## src/rtl/spi_reg_responder.sv

```systemverilog
// SPI mode-0 slave serving a 64-byte register file (ADXL362-style read/write framing).
// Pins are oversampled on clk; the host port writes registers and SPI writes are reported on reg_wr_o.
module spi_reg_responder #(
  parameter logic [7:0]  ID_VALUE = 8'hAD,
  parameter int unsigned RO_LIMIT = 8
) (
  input  logic       clk,
  input  logic       reset,
  input  logic       spi_sclk_i,
  input  logic       spi_ss_i,
  input  logic       spi_mosi_i,
  output logic       spi_miso_o,
  output logic       spi_miso_oe_o,
  input  logic       host_we_i,
  input  logic [5:0] host_addr_i,
  input  logic [7:0] host_wdata_i,
  output logic       reg_wr_o,
  output logic [5:0] reg_addr_o,
  output logic [7:0] reg_wdata_o,
  output logic       busy_o
);

  localparam logic [7:0] CMD_WR = 8'h0A;
  localparam logic [7:0] CMD_RD = 8'h0B;
  localparam logic [6:0] RO_LIM = 7'(RO_LIMIT);

  typedef enum logic [2:0] {
    ST_IDLE, ST_CMD, ST_ADDR, ST_WDATA, ST_RDATA, ST_IGNORE
  } state_e;

  state_e      state_q, state_d;
  logic [1:0]  sclk_sync_q, ss_sync_q, mosi_sync_q;
  logic        sclk_dly_q;
  logic        armed_q;
  logic [2:0]  bitcnt_q;
  logic [7:0]  rx_q, tx_q;
  logic [5:0]  addr_q;
  logic        is_read_q;
  logic        miso_q;
  logic        reg_wr_q;
  logic [5:0]  reg_addr_q;
  logic [7:0]  reg_wdata_q;
  logic [7:0]  regs_q [0:63];

  logic        sclk_s, ss_s, mosi_s;
  logic        sclk_rise, sclk_fall;
  logic        byte_done;
  logic [7:0]  rx_byte;
  logic        spi_we;
  logic [5:0]  rd_sel;
  logic [7:0]  rd_data;

  assign sclk_s    = sclk_sync_q[1];
  assign ss_s      = ss_sync_q[1];
  assign mosi_s    = mosi_sync_q[1];
  assign sclk_rise = sclk_s & ~sclk_dly_q;
  assign sclk_fall = ~sclk_s & sclk_dly_q;
  assign rx_byte   = {rx_q[6:0], mosi_s};
  assign byte_done = sclk_rise && (bitcnt_q == 3'd7) && !ss_s;
  assign spi_we    = (state_q == ST_WDATA) && byte_done && ({1'b0, addr_q} >= RO_LIM);
  // The address byte itself selects the first read register, before addr_q is updated.
  assign rd_sel    = (state_q == ST_ADDR) ? rx_byte[5:0] : addr_q;
  assign rd_data   = regs_q[rd_sel];

  // ss sync resets low so a frame already in progress at reset is not picked up mid-way.
  always_ff @(posedge clk) begin
    if (reset) begin
      sclk_sync_q <= '0;
      ss_sync_q   <= '0;
      mosi_sync_q <= '0;
      sclk_dly_q  <= 1'b0;
      armed_q     <= 1'b0;
    end else begin
      sclk_sync_q <= {sclk_sync_q[0], spi_sclk_i};
      ss_sync_q   <= {ss_sync_q[0], spi_ss_i};
      mosi_sync_q <= {mosi_sync_q[0], spi_mosi_i};
      sclk_dly_q  <= sclk_s;
      if (ss_s) armed_q <= 1'b1;
    end
  end

  always_ff @(posedge clk) begin
    if (reset) state_q <= ST_IDLE;
    else       state_q <= state_d;
  end

  always_comb begin
    state_d = state_q;
    if (state_q == ST_IDLE) begin
      if (!ss_s && armed_q) state_d = ST_CMD;
    end else if (ss_s) begin
      state_d = ST_IDLE;
    end else if (byte_done) begin
      case (state_q)
        ST_CMD:  state_d = (rx_byte == CMD_WR || rx_byte == CMD_RD) ? ST_ADDR : ST_IGNORE;
        ST_ADDR: state_d = is_read_q ? ST_RDATA : ST_WDATA;
        default: state_d = state_q;
      endcase
    end
  end

  always_comb begin
    busy_o        = (state_q != ST_IDLE);
    spi_miso_oe_o = busy_o;
    spi_miso_o    = miso_q;
    reg_wr_o      = reg_wr_q;
    reg_addr_o    = reg_addr_q;
    reg_wdata_o   = reg_wdata_q;
  end

  always_ff @(posedge clk) begin
    if (reset) begin
      bitcnt_q    <= '0;
      rx_q        <= '0;
      tx_q        <= '0;
      addr_q      <= '0;
      is_read_q   <= 1'b0;
      miso_q      <= 1'b0;
      reg_wr_q    <= 1'b0;
      reg_addr_q  <= '0;
      reg_wdata_q <= '0;
    end else begin
      reg_wr_q <= 1'b0;
      miso_q   <= (state_q == ST_RDATA) ? tx_q[7] : 1'b0;
      if (state_q == ST_IDLE || ss_s) begin
        bitcnt_q <= '0;
      end else if (sclk_rise) begin
        rx_q     <= rx_byte;
        bitcnt_q <= bitcnt_q + 3'd1;
      end
      // The falling edge right after a load belongs to the previous byte and must not shift.
      if (state_q == ST_RDATA && sclk_fall && bitcnt_q != 3'd0)
        tx_q <= {tx_q[6:0], 1'b0};
      if (byte_done) begin
        case (state_q)
          ST_CMD: is_read_q <= (rx_byte == CMD_RD);
          ST_ADDR: begin
            if (is_read_q) begin
              tx_q   <= rd_data;
              addr_q <= rx_byte[5:0] + 6'd1;
            end else begin
              addr_q <= rx_byte[5:0];
            end
          end
          ST_WDATA: begin
            if (spi_we) begin
              reg_wr_q    <= 1'b1;
              reg_addr_q  <= addr_q;
              reg_wdata_q <= rx_byte;
            end
            addr_q <= addr_q + 6'd1;
          end
          ST_RDATA: begin
            tx_q   <= rd_data;
            addr_q <= addr_q + 6'd1;
          end
          default: ;
        endcase
      end
    end
  end

  // Entry 0 holds ID_VALUE from reset and is never written.
  always_ff @(posedge clk) begin
    if (reset) begin
      regs_q[0] <= ID_VALUE;
      for (int i = 1; i < 64; i++) regs_q[i] <= '0;
    end else begin
      for (int i = 1; i < 64; i++) begin
        if (host_we_i && host_addr_i == 6'(i))
          regs_q[i] <= host_wdata_i;
        else if (spi_we && addr_q == 6'(i))
          regs_q[i] <= rx_byte;
      end
    end
  end

endmodule

```

## config.mk

```make
export PLATFORM = sky130hd
export DESIGN_NAME = spi_reg_responder
export DESIGN_NICKNAME = d
export VERILOG_FILES = /design/src/rtl/spi_reg_responder.sv
export SDC_FILE = /design/constraint.sdc
export NUM_CORES = 1
export LEC_CHECK = 0
export CAP_MARGIN = 20
export CORE_AREA = 2 2 257 259
export CTS_CLUSTER_SIZE = 12
export DETAILED_ROUTE_END_ITERATION = 8
export DIE_AREA = 0 0 259 261
export PLACE_DENSITY_LB_ADDON = 0.15
export SLEW_MARGIN = 20
export SYNTH_ARGS = -nofsm -noshare
export SYNTH_HDL_FRONTEND = slang
export SYNTH_SLANG_ARGS = --single-unit
export TNS_END_PERCENT = 50
```

## constraint.sdc

```tcl
create_clock -name clk -period 5.4 [get_ports clk]
set_input_delay 1.08 -clock clk [delete_from_list [all_inputs] [get_ports clk]]
set_output_delay 1.08 -clock clk [all_outputs]
set_load 0.01 [all_outputs]
```

==> flow_results.xml <==
<?xml version="1.0" encoding="UTF-8"?>
<metrics>
  <group name="floorplanning">
    <metric name="number_of_rows_in_the_core_area" unit="">94</metric>
    <metric name="io_pins" unit="">38</metric>
    <metric name="initial_utilization" unit="%">44.3</metric>
    <metric name="chipWidth" unit="um">259</metric>
    <metric name="die_height" unit="um">261</metric>
    <metric name="core_area" unit="mm^2">0.0650</metric>
    <metric name="area_enclosed_by_the_die_boundary" unit="mm^2">0.0676</metric>
  </group>
  <group name="final_layout">
    <metric name="final-seq-area" unit="mm^2">0.0162</metric>
    <metric name="synthToLayoutAreaGrowth" unit="%">9.85</metric>
    <metric name="fillCellCount" unit="">5749</metric>
    <metric name="final_layout_size_suffix_gt1_share" unit="%">14.6</metric>
    <metric name="area_of_the_multi_input_gates" unit="mm^2">0.0114</metric>
    <metric name="final_core_util" unit="%">48.7</metric>
    <metric name="fin_nets" unit="">2427</metric>
  </group>
  <group name="pwr">
    <metric name="power" unit="mW">9.51</metric>
    <metric name="vdd_ir_drop_max" unit="V">0.000230</metric>
    <metric name="cellPowerDensity" unit="mW/mm^2">301</metric>
    <metric name="leakagePower" unit="nW">10.0</metric>
  </group>
  <group name="route">
    <metric name="ant_nets" unit="">0</metric>
    <metric name="wl_final" unit="mm">97.5</metric>
    <metric name="initial_drc_count" unit="">2548</metric>
    <metric name="vias_per_cell" unit="">6.39</metric>
    <metric name="drt-wirelength-per-cell" unit="um">29.4</metric>
    <metric name="dr_total_vias" unit="">21175</metric>
    <metric name="drt-pass1-iter-count" unit="">6</metric>
    <metric name="drt_drc_violations_left" unit="">0</metric>
  </group>
  <group name="worst_setup_path">
    <metric name="timing.critical_path.from_type" unit="">flop</metric>
    <metric name="crit_path_top_delay_cell" unit="">sky130_fd_sc_hd__mux2i_2</metric>
    <metric name="timing.reg2reg.setup_slack" unit="ns">1.53</metric>
    <metric name="worstPathRequired" unit="ns">5.94</metric>
    <metric name="critical_path_arrival" unit="ns">4.41</metric>
    <metric name="reg2reg_to" unit="">tx_q[7]</metric>
    <metric name="critical-path-max-stage-delay" unit="ns">0.81</metric>
    <metric name="reg2reg_from" unit="">state_q[1]</metric>
    <metric name="timing.critical_path.fanout_max" unit="">10</metric>
    <metric name="cp_common_cell" unit="">sky130_fd_sc_hd__buf_4</metric>
    <metric name="r2r.worst_path.cells" unit="">9</metric>
    <metric name="critical_path_class" unit="">flop to flop</metric>
    <metric name="path_cells" unit="">nor3b_4 -&gt; buf_4 -&gt; mux2i_2 -&gt; buf_4 -&gt; nand2_1 -&gt; a21oi_1 -&gt; a2111oi_0 -&gt; buf_4 -&gt; nor4b_1</metric>
    <metric name="capturing_element_type_of_the_critical_path" unit="">flop</metric>
  </group>
  <group name="placement">
    <metric name="gpl.final_weighted_congestion" unit="">0.918</metric>
    <metric name="place.port_buffers" unit="">37</metric>
    <metric name="detailedPlacementHpwl" unit="mm">62.1</metric>
    <metric name="detailedPlace.worstSlack" unit="ns">1.43</metric>
  </group>
  <group name="worst_hold_path">
    <metric name="number_of_cells_traversed_by_the_worst_hold_path" unit="">1</metric>
    <metric name="min_to" unit="">mosi_sync_q[1]</metric>
    <metric name="timing.hold.worst.start" unit="">mosi_sync_q[0]</metric>
    <metric name="min_path_type" unit="">flop to flop</metric>
  </group>
  <group name="logic_synthesis">
    <metric name="netlist_top_cells_area" unit="">sky130_fd_sc_hd__edfxtp_1, sky130_fd_sc_hd__mux4_2, sky130_fd_sc_hd__a22o_1</metric>
    <metric name="yosys_warnings" unit="">0</metric>
    <metric name="yosysSeqAreaShare" unit="%">56.1</metric>
    <metric name="async_flop_share" unit="%">0</metric>
    <metric name="synth-seq-cells" unit="">556</metric>
    <metric name="netlist-cell-type-count" unit="">81</metric>
    <metric name="netlist.top_cell.by_area" unit="">sky130_fd_sc_hd__edfxtp_1</metric>
    <metric name="synth_top_area_share" unit="%">52.5</metric>
    <metric name="netlist_area" unit="mm^2">0.0288</metric>
    <metric name="synth_area_per_cell" unit="um^2">11.8</metric>
    <metric name="netlist_instances" unit="">2439</metric>
    <metric name="synth_common_cells" unit="">sky130_fd_sc_hd__edfxtp_1, sky130_fd_sc_hd__nand2_1, sky130_fd_sc_hd__o21ai_0</metric>
    <metric name="yosys.cell_count.top_type" unit="">sky130_fd_sc_hd__edfxtp_1</metric>
    <metric name="synth.net_count" unit="">2468</metric>
    <metric name="synth_top_flop_cell" unit="">sky130_fd_sc_hd__edfxtp_1</metric>
    <metric name="number_of_synthesized_flops_with_an_enable_pin" unit="">504</metric>
  </group>
  <group name="clocking">
    <metric name="cts-resized-gates" unit="">0</metric>
    <metric name="max_root_sink_buffers" unit="">3</metric>
    <metric name="cts_sink_count" unit="">556</metric>
    <metric name="worst_skew_pair.late_latency" unit="ns">0.65</metric>
    <metric name="root_buffer" unit="">sky130_fd_sc_hd__clkbuf_16</metric>
    <metric name="ctsHoldBuffers" unit="">0</metric>
    <metric name="cts_buffers" unit="">60</metric>
    <metric name="cts_setup_buffers" unit="">0</metric>
    <metric name="htree_levels" unit="">2</metric>
    <metric name="worst_setup_hold_path_clk_slew" unit="ns">0.06</metric>
    <metric name="clock_tree_from_tritoncts" unit="">yes</metric>
  </group>
  <group name="global_route">
    <metric name="gr-total-overflow" unit="">0</metric>
    <metric name="initial_antenna_violation_count" unit="">2</metric>
    <metric name="grt_usage" unit="%">28.7</metric>
    <metric name="met1_usage" unit="%">39.2</metric>
    <metric name="use_met3" unit="%">6.58</metric>
    <metric name="grt_use_met2" unit="%">44.3</metric>
    <metric name="grt_first_pass_wirelength" unit="mm">141</metric>
    <metric name="grt_start_max_net_pins" unit="">61</metric>
    <metric name="vias_in_the_first_global_route" unit="">20007</metric>
    <metric name="gr_busiest_metal" unit="">met2</metric>
  </group>
  <group name="sta">
    <metric name="max_freq" unit="MHz">258</metric>
    <metric name="postLayoutSetupSlackWorst" unit="ns">1.53</metric>
    <metric name="tightest_slew" unit="ns">1.06</metric>
    <metric name="fin_skew" unit="ns">0.0232</metric>
    <metric name="setup_viol_count_final" unit="">0</metric>
    <metric name="rsz0062_at_grt" unit="">false</metric>
    <metric name="finalCriticalPeriod" unit="ns">3.87</metric>
    <metric name="slew_headroom" unit="%">28.5</metric>
    <metric name="fin_crit_sh" unit="%">71.7</metric>
    <metric name="max_slew_violation_count" unit="">0</metric>
    <metric name="hold_viol" unit="">0</metric>
    <metric name="final.setup.tns" unit="ns">0</metric>
  </group>
  <group name="job">
    <metric name="drv_cap" unit="">0</metric>
  </group>
  <group name="run_status">
    <metric name="status" unit="">finished, final reports clean</metric>
  </group>
</metrics>
==> through the flow <==
| step | cell area, um^2 | instances | hold WS [ns] |
|---|---|---|---|
| floorplan | 28800 | 2439 | 0.414 |
| global placement | 29800 | 3199 | 0.422 |
| detailed placement | 29800 | 3199 | 0.422 |
| CTS | 31600 | 3309 | 0.436 |
| global route | 31600 | 3310 | 0.453 |
| finish | 31600 | 3312 | 0.437 |
==> routing by layer <==
| metal | vias up | wire length [um] |
|---|---|---|
| li1 | 9122 | - |
| met1 | 10506 | 38500 |
| met2 | 1315 | 43900 |
| met3 | 232 | 10800 |
| met4 | 0 | 4320 |
| met5 | - | 0 |
==> layout by cell type, fill, tap and decap left out, types with 44 or more instances in the layout <==
| cell type | netlist | routed |
|---|---|---|
| sky130_fd_sc_hd__buf_4 | 14 | 89 |
| sky130_fd_sc_hd__mux2i_1 | 60 | 57 |
| sky130_fd_sc_hd__and2_1 | 57 | 57 |
| sky130_fd_sc_hd__a22o_1 | 209 | 209 |
| sky130_fd_sc_hd__a21oi_1 | 56 | 56 |
| sky130_fd_sc_hd__dfxtp_1 | 52 | 44 |
| sky130_fd_sc_hd__mux4_2 | 88 | 88 |
| sky130_fd_sc_hd__nand2_1 | 355 | 355 |
| sky130_fd_sc_hd__nor2_1 | 191 | 190 |
| sky130_fd_sc_hd__o21ai_0 | 288 | 278 |
| sky130_fd_sc_hd__edfxtp_1 | 504 | 504 |
| sky130_fd_sc_hd__clkbuf_16 | 0 | 61 |
==> state kept, by name, summed over array words and instances (netlist names), 2 cells and up <==
| register | count |
|---|---|
| mosi_sync_q | 2 |
| rx_q | 7 |
| bitcnt_q | 3 |
| sclk_sync_q | 2 |
| reg_wdata_o | 8 |
| reg_addr_o | 6 |
| state_q | 3 |
| ss_sync_q | 2 |
| regs_q | 504 |
| addr_q | 6 |
| tx_q | 8 |
==> final cells by class <==
class | instances | share of cell area (%)
clock inverters | 34 | 0.637
inverters | 16 | 0.190
multi-input cells | 1634 | 36.1
flip-flops and latches | 556 | 51.1
clock buffers | 76 | 5.00
repair buffers | 130 | 3.50
well taps | 864 | 3.42
diodes | 2 | 0.0158
==> power breakdown <==
group	internal, mW	switching, mW
combinational	0.196	0.388
clock	2.15	1.73
sequential	4.96	0.0957
==> worst max-delay path: cells and delay by family, from the launching register on <==
family | cells | cell delay, ns
compound gates | 2 | 0.39
buf+inv | 3 | 0.91
flops | 1 | 0.49
mux | 1 | 0.81
simple gates | 3 | 1.15
==> cells by family after synthesis <==
logic type      synth area share (%)
fa+ha+maj                      0.391
simple gates                    13.5
xor+xnor                       0.182
flops                           56.1
buf+inv                         4.28
mux                             10.6
compound gates                  14.9
==> how the worst max path moves through the flow <==
stage / from / end / slack [ns] / depth (start not counted)
after floorplan: host_addr_i[4] / regs_q[10][0] / 2.50 / 7
after global placement: host_addr_i[4] / regs_q[32][5] / 1.46 / 5
after detailed placement: host_addr_i[4] / regs_q[32][5] / 1.43 / 5
after CTS: state_q[1] / tx_q[7] / 1.57 / 9
after global routing: state_q[0] / tx_q[7] / 1.43 / 9
final: state_q[1] / tx_q[7] / 1.53 / 9
Note: power is estimated with default switching activity, not from simulation.
